<file path="config.mk">
export PLATFORM = sky130hd
export DESIGN_NAME = alu_controller
export DESIGN_NICKNAME = d
export VERILOG_FILES = /design/src/rtl/alu_ctrl_pkg.sv /design/src/rtl/alu_ctrl_divider.sv /design/src/rtl/alu_controller.sv
export SDC_FILE = /design/constraint.sdc
export NUM_CORES = 1
export LEC_CHECK = 0
export CAP_MARGIN = 25
export CELL_PAD_IN_SITES_DETAIL_PLACEMENT = 0
export CELL_PAD_IN_SITES_GLOBAL_PLACEMENT = 2
export CORE_UTILIZATION = 25
export DETAILED_ROUTE_END_ITERATION = 8
export PLACE_DENSITY_LB_ADDON = 0.1
export SLEW_MARGIN = 20
export SYNTH_ARGS = -nofsm -noshare
export SYNTH_HDL_FRONTEND = slang
export SYNTH_SLANG_ARGS = --single-unit
</file>
<file path="constraint.sdc">
create_clock -name clk -period 4.03 [get_ports clk]
set_clock_uncertainty 0.2 [all_clocks]
set_input_delay 0.403 -clock clk [delete_from_list [all_inputs] [get_ports clk]]
set_output_delay 0.403 -clock clk [all_outputs]
set_load 0.02 [all_outputs]
</file>
<file path="src/rtl/alu_ctrl_pkg.sv">
// Shared op-code and FSM state types for the ALU sequencing front-end.
package alu_ctrl_pkg;

    typedef enum logic [1:0] {
        OP_ADD  = 2'b00,
        OP_SUB  = 2'b01,
        OP_DIV  = 2'b10,
        OP_RSVD = 2'b11
    } op_e;

    typedef enum logic [1:0] {
        IDLE  = 2'b00,
        ISSUE = 2'b01,
        DIV   = 2'b10,
        DONE  = 2'b11
    } state_e;

endpackage

</file>
<file path="src/rtl/alu_ctrl_divider.sv">
// Unsigned restoring divider, one quotient bit per cycle, MSB first.
// The load edge already performs the first iteration, so last rises N-1 edges later.
module alu_ctrl_divider
    import alu_ctrl_pkg::*;
#(
    parameter int N = 4
) (
    input  logic         clk,
    input  logic         rst_n,
    input  logic         load,
    input  logic [N-1:0] dividend,
    input  logic [N-1:0] divisor,
    output logic [N-1:0] quotient,
    output logic [N-1:0] remainder,
    output logic         last
);

    localparam int CW = $clog2(N + 1);

    logic [N-1:0] rem_q, quo_q, dvs_q;
    logic [CW-1:0] step_cnt;
    logic [N-1:0] src_rem, src_quo, src_dvs;
    logic [N:0]   work;
    logic [N-1:0] diff, rem_nxt, quo_nxt;
    logic         fits;

    // Iteration operands come from the inputs on the load edge, from the registers afterwards.
    always_comb begin
        src_rem = load ? '0 : rem_q;
        src_quo = load ? dividend : quo_q;
        src_dvs = load ? divisor : dvs_q;
        work    = {src_rem, src_quo[N-1]};
        fits    = work >= {1'b0, src_dvs};
        diff    = work[N-1:0] - src_dvs;
        rem_nxt = fits ? diff : work[N-1:0];
        quo_nxt = {src_quo[N-2:0], fits};
    end

    assign last      = (step_cnt == CW'(N));
    assign quotient  = quo_q;
    assign remainder = rem_q;

    always_ff @(posedge clk or negedge rst_n) begin
        if (!rst_n) begin
            rem_q    <= '0;
            quo_q    <= '0;
            dvs_q    <= '0;
            step_cnt <= '0;
        end else if (load) begin
            rem_q    <= rem_nxt;
            quo_q    <= quo_nxt;
            dvs_q    <= divisor;
            step_cnt <= CW'(1);
        end else if (step_cnt != '0 && !last) begin
            rem_q    <= rem_nxt;
            quo_q    <= quo_nxt;
            step_cnt <= step_cnt + CW'(1);
        end
    end

endmodule

</file>
<file path="src/rtl/alu_controller.sv">
// Sequencing front-end for the 4-bit add/sub datapath with an internal divider.
// Division is built only when ALU_CTRL_DIV_EN is defined; otherwise op 10 behaves as reserved.
module alu_controller
    import alu_ctrl_pkg::*;
#(
    parameter int N = 4
) (
    input  logic         clk,
    input  logic         rst_n,
    input  logic         start,
    input  logic [N-1:0] op_a,
    input  logic [N-1:0] op_b,
    input  logic [1:0]   op_sel,
    output logic [N-1:0] alu_a,
    output logic [N-1:0] alu_b,
    output logic [1:0]   alu_op,
    input  logic [N-1:0] alu_result,
    input  logic         alu_carry,
    input  logic         alu_negative,
    input  logic         alu_zero,
    output logic [N-1:0] result,
    output logic [N-1:0] remainder,
    output logic         carry,
    output logic         negative,
    output logic         zero,
    output logic         overflow,
    output logic         error,
    output logic         busy,
    output logic         done
);

    state_e       state, state_nxt;
    logic         is_arith, div_go, div_by_zero;
    logic [N-1:0] div_quo, div_rem;
    logic         div_last;

    assign is_arith = (op_sel == OP_ADD) || (op_sel == OP_SUB);

`ifdef ALU_CTRL_DIV_EN
    assign div_go      = (op_sel == OP_DIV) && (op_b != '0);
    assign div_by_zero = (op_sel == OP_DIV) && (op_b == '0);

    alu_ctrl_divider #(.N(N)) u_div (
        .clk       (clk),
        .rst_n     (rst_n),
        .load      (state == IDLE && start && div_go),
        .dividend  (op_a),
        .divisor   (op_b),
        .quotient  (div_quo),
        .remainder (div_rem),
        .last      (div_last)
    );
`else
    assign div_go      = 1'b0;
    assign div_by_zero = 1'b0;
    assign div_quo     = '0;
    assign div_rem     = '0;
    assign div_last    = 1'b1;
`endif

    always_ff @(posedge clk or negedge rst_n) begin
        if (!rst_n) state <= IDLE;
        else        state <= state_nxt;
    end

    always_comb begin
        state_nxt = state;
        case (state)
            IDLE:    if (start) state_nxt = is_arith ? ISSUE : (div_go ? DIV : DONE);
            ISSUE:   state_nxt = DONE;
            DIV:     if (div_last) state_nxt = DONE;
            DONE:    state_nxt = IDLE;
            default: state_nxt = IDLE;
        endcase
    end

    always_comb begin
        busy = (state != IDLE);
        done = (state == DONE);
    end

    // Error outcomes are captured on the start edge itself, hence their single-edge latency.
    always_ff @(posedge clk or negedge rst_n) begin
        if (!rst_n) begin
            alu_a     <= '0;
            alu_b     <= '0;
            alu_op    <= '0;
            result    <= '0;
            remainder <= '0;
            carry     <= 1'b0;
            negative  <= 1'b0;
            zero      <= 1'b0;
            overflow  <= 1'b0;
            error     <= 1'b0;
        end else begin
            case (state)
                IDLE: if (start) begin
                    alu_a  <= op_a;
                    alu_b  <= op_b;
                    alu_op <= op_sel;
                    if (div_by_zero) begin
                        result    <= '1;
                        remainder <= op_a;
                        carry     <= 1'b0;
                        negative  <= 1'b0;
                        zero      <= 1'b0;
                        overflow  <= 1'b1;
                        error     <= 1'b1;
                    end else if (!is_arith && !div_go) begin
                        result    <= '0;
                        remainder <= '0;
                        carry     <= 1'b0;
                        negative  <= 1'b0;
                        zero      <= 1'b0;
                        overflow  <= 1'b0;
                        error     <= 1'b1;
                    end
                end
                ISSUE: begin
                    result    <= alu_result;
                    remainder <= '0;
                    carry     <= alu_carry;
                    negative  <= alu_negative;
                    zero      <= alu_zero;
                    overflow  <= 1'b0;
                    error     <= 1'b0;
                end
                DIV: if (div_last) begin
                    result    <= div_quo;
                    remainder <= div_rem;
                    carry     <= 1'b0;
                    negative  <= 1'b0;
                    zero      <= (div_quo == '0);
                    overflow  <= 1'b0;
                    error     <= 1'b0;
                end
                default: ;
            endcase
        end
    end

endmodule

</file>
Yosys cells after proc, flatten, opt, wreduce, memory -nomap -nowiden
Cells that the tools add are included.

Equal/unequal tests: 6. Multiplexer cells: 16. Reductions and logical operators: 10.

Operator list (number): $pmux W4 S3 (1); $pmux W1 S3 (3); $mux W4 (2); $pmux W4 S2 (1); $pmux W2 S3 (1); $reduce_and A3 Y1 (2); $eq A2 B1 Y1 const B (2); $eq A2 B2 Y1 const B (2); $logic_not A2 Y1 (2); $mux W1 (4); $mux W2 (2); $ne A2 B2 Y1 const B (2); $pmux W1 S2 (2); $reduce_bool A2 Y1 (2); $reduce_bool A3 Y1 (1); $reduce_and A2 Y1 (1); $reduce_or A2 Y1 (1); $logic_or A1 B1 Y1 (1).

Register bits after elaboration: 25. Word-level logic and storage cells: 43.

Logic depth before layout (Yosys ltp)
Depth after elaboration: 5. Mapped depth: 6. Mapped depth without buffers: 5.

Worst setup path before layout
Ideal clock, no wire load.

Path type: register to register. Start point: register state[0]. End point: register zero. Library setup time: 0.125 ns. Arrival: 1.454 ns. Path slack: 2.251 ns. Stages on the path, launching flop included: 7. Period minus slack after synthesis: 1.779 ns. Cell sequence: dfrtp_1 -> inv_1 -> ha_1 -> inv_1 -> mux2_2 -> buf_6 -> mux2_4.

Word-level cells in the longest chain between the ends: 3.

RTL lines: start, declared (line alu_controller.sv:32) `state_e state, state_nxt;`; start signal, assigned (line alu_controller.sv:63) `else state <= state_nxt;`; $eq A2 B2 Y1 (tied with other cells) (line alu_controller.sv:96) `case (state)`; $reduce_bool A3 Y1 (no source line) / $ne A2 B2 Y1 (equally long branches); $reduce_and A3 Y1 (no source line); end signal, assigned (line alu_controller.sv:124) `zero <= alu_zero;`; end signal, assigned (line alu_controller.sv:133) `zero <= (div_quo == '0);`; end, declared (line alu_controller.sv:25) `output logic zero,`.

Several ways; a longest one is shown, not always the timed one. A chain may end at the register's enable or synchronous reset.

Worst setup path after layout
Start point: register state[0]. End point: output port busy.

Word-level cells in the longest chain between the ends: 1.

RTL lines: $reduce_bool A2 Y1 (line alu_controller.sv:78) `busy = (state != IDLE);`; end, declared (line alu_controller.sv:28) `output logic busy,`.

No other way between the ends.

==> impl_metrics.csv <==
group,metric,value,unit
timing,fin_crit_sh,0.578,
grt,grt_overflow,0,
placement,hpwl,1.30,mm
floorplanning,die_area,3960,um^2
floorplanning,die_x,62.9,um
critical_path,worst-r2r-setup-slack,2.15,ns
synthesis,yosys_warnings,0,
power_and_ir_drop,peakVddDrop,0.000371,V
floorplanning,initial_core_util,0.269,
synthesis,synth_seq_area_share,0.540,
power_and_ir_drop,leakagePower,0.648,nW
timing,max_freq,429,MHz
cts,cts_tree,"built",
synthesis,synthDistinctLibCells,15,
critical_path,reg2regPathDepth,5,
critical_path,startpoint_type,"register",
placement,place_congestion,0.692,
timing,setup_tns,0,ns
drt,first_pass_iters,4,
grt,first_global_vias,644,
critical_path,crit_type,"reg2out",
floorplanning,rows,21,
cts,cts_root_buffer,"clkbuf_8",
synthesis,synth_edf_count,0,
synthesis,synthTopCellsByArea,"dfrtp_1 54%, mux2_2 12%, mux2i_1 7.6%, ha_1 6.7%, buf_4 4.0%",
timing,min_period,2.33,ns
drt,via_count,633,
synthesis,synth_area_leader_cell,"dfrtp_1",
synthesis,synth-main-ff-cell,"dfrtp_1",
cts,htree_levels,1,
cts,path_clk_slew,0.08,ns
critical_path,cp-endpoint,"busy",
cts,cts_buffer_depth,2,
synthesis,syn_inst,77,
layout,fill_cells,342,
synthesis,avgSynthCellArea,12.0,um^2
synthesis,synth-compound-area-share,0.0310,
grt,grt_antenna_before_repair,0,
critical_path,cp-end-kind,"output port",
synthesis,synth-simple-area-share,0.0513,
layout,drive_above_1_share,0.134,
drt,wl,1.77,mm
cts,clkSinkCount,20,
cts,cts_resized,0,
floorplanning,dieHeight,62.9,um
layout,syn_to_final_growth,52.9,%
drt,routedWlPerCell,10.7,um
layout,diodes,0,
cts,cts_setup_buffers,0,
cts,clkLatencyLatePin,0.26,ns
cts,hold_buffers,0,
critical_path,timing.rr.end,"zero",
layout,post-route-util,0.412,
critical_path,worstPathMaxFanout,5,
synthesis,synthTopCellsByCount,"20 x dfrtp_1, 10 x inv_1, 10 x mux2_2",
run,cap_violations,0,
grt,grt_first_pass_wirelength,3.04,mm
critical_path,cp.required,3.43,ns
floorplanning,core,3440,um^2
drt,viasPerCell,3.84,
critical_path,critPathArrivalTime,1.73,ns
synthesis,synthAdderAreaFrac,0.0675,
synthesis,synth_top_family_by_area,"multiplexers",
timing,worst_hold_slack,0.282,ns
outcome,status,"completed",
layout,fin_nets,145,
drt,remaining_drc_errors,0,
timing,setup_viol,0,
cts,cts_buffers,3,
synthesis,synth_top_area_frac,0.540,
drt,final_antenna_net_count,0,
synthesis,muxShareOfSynthArea,0.213,
timing,drv_slew,0,
synthesis,syn-cell-area,927,um^2
synthesis,synth_xor_area_frac,0,
placement,portBuffers,39,
floorplanning,num_io_pins,45,
timing,rsz0062_at_grt,"false",
grt,track_usage,0.100,
synthesis,async_reset_ff_frac,1.00,
timing,finalHoldViolations,0,
critical_path,r2r_start,"state[0]",
synthesis,ys_ff_latch,20,
critical_path,crit_path_start,"state[0]",
synthesis,yosysMostFrequentCell,"dfrtp_1",
worst_hold_path,min_path_type,"reg2reg",
grt,grt_max_degree,21,
drt,drt_iter0_markers,11,
power_and_ir_drop,cellPowerDensity,777,nW/um^2
worst_hold_path,holdPathStages,2,
==> per-stage QoR <==
step / area, um^2 / cells / worst slack, ns / power, W
after floorplan: 942 / 81 / 2.25 / 0.000702
after global placement: 1340 / 160 / 2.00 / 0.000914
after detailed placement: 1340 / 160 / 1.98 / 0.000917
after CTS: 1410 / 164 / 1.69 / 0.00112
after global routing: 1420 / 165 / 1.61 / 0.00119
final: 1420 / 165 / 1.70 / 0.00110
==> cell families (layout without fill, tap and decap cells) <==
logic type	Yosys count	after routing
AO/OA/AOI/OAI	5	5
adder cells (fa/ha/maj)	5	5
buffers and inverters	16	54
flip-flops	20	20
multiplexers	18	18
other	1	5
AND/OR/NAND/NOR	12	12
==> state kept, by name, indices dropped and copies added (netlist names) <==
name / flops
alu_a: 4
alu_b: 4
alu_op: 2
carry: 1
error: 1
negative: 1
result: 4
state: 2
zero: 1
==> cells in the final DEF (no fill, tap or decap), types with 3 or more instances in the layout <==
cell             Yosys  routed
nand2_1              9       9
ha_1                 5       5
conb_1               1       5
mux2i_1              7       7
mux2_2              10      10
dfrtp_1             20      20
clkbuf_8             0       3
inv_1               10      10
clkdlybuf4s50_1      0      38
==> final cells by class <==
| cell class | instances | area (um^2) | share of cell area |
|---|---|---|---|
| Sequential cell | 20 | 500 | 0.353 |
| Timing Repair Buffer | 40 | 395 | 0.279 |
| Multi-Input combinational cell | 45 | 355 | 0.251 |
| Tap cell | 46 | 57.6 | 0.0406 |
| Clock buffer | 3 | 41.3 | 0.0291 |
| Inverter | 10 | 37.5 | 0.0265 |
| Clock inverter | 1 | 30.0 | 0.0212 |
==> worst min-delay path by stage <==
stage | startpoint | to | slack (ns)
CTS | alu_op[1] | alu_op[1] | 0.29
global placement | alu_op[1] | alu_op[1] | 0.28
detailed placement | alu_op[1] | alu_op[1] | 0.27
global route | alu_b[1] | alu_b[1] | 0.33
floorplan | rst_n | alu_a[0] | -0.09
finish | alu_op[1] | alu_op[1] | 0.28
==> routing by layer <==
metal  global-route usage  vias to the layer above  share of wire
li1                     -                      321              -
met5                    0                        -              0
met1                0.124                      287           0.44
met3               0.0420                        2          0.059
met4               0.0262                        0         0.0045
met2                0.159                       23           0.49
==> critical path, cell delays in order, from the launching register on <==
cell and delay, ns:
dfrtp_1 0.42, inv_1 0.08, ha_1 0.24, inv_1 0.10, clkdlybuf4s50_1 0.61
==> power by group <==
group	internal, W	switching (W)
Clock	0.000133	0.0000682
Sequential	0.000289	0.0000458
Combinational	0.000288	0.000278
Note: power is estimated with default switching activity, not from simulation.
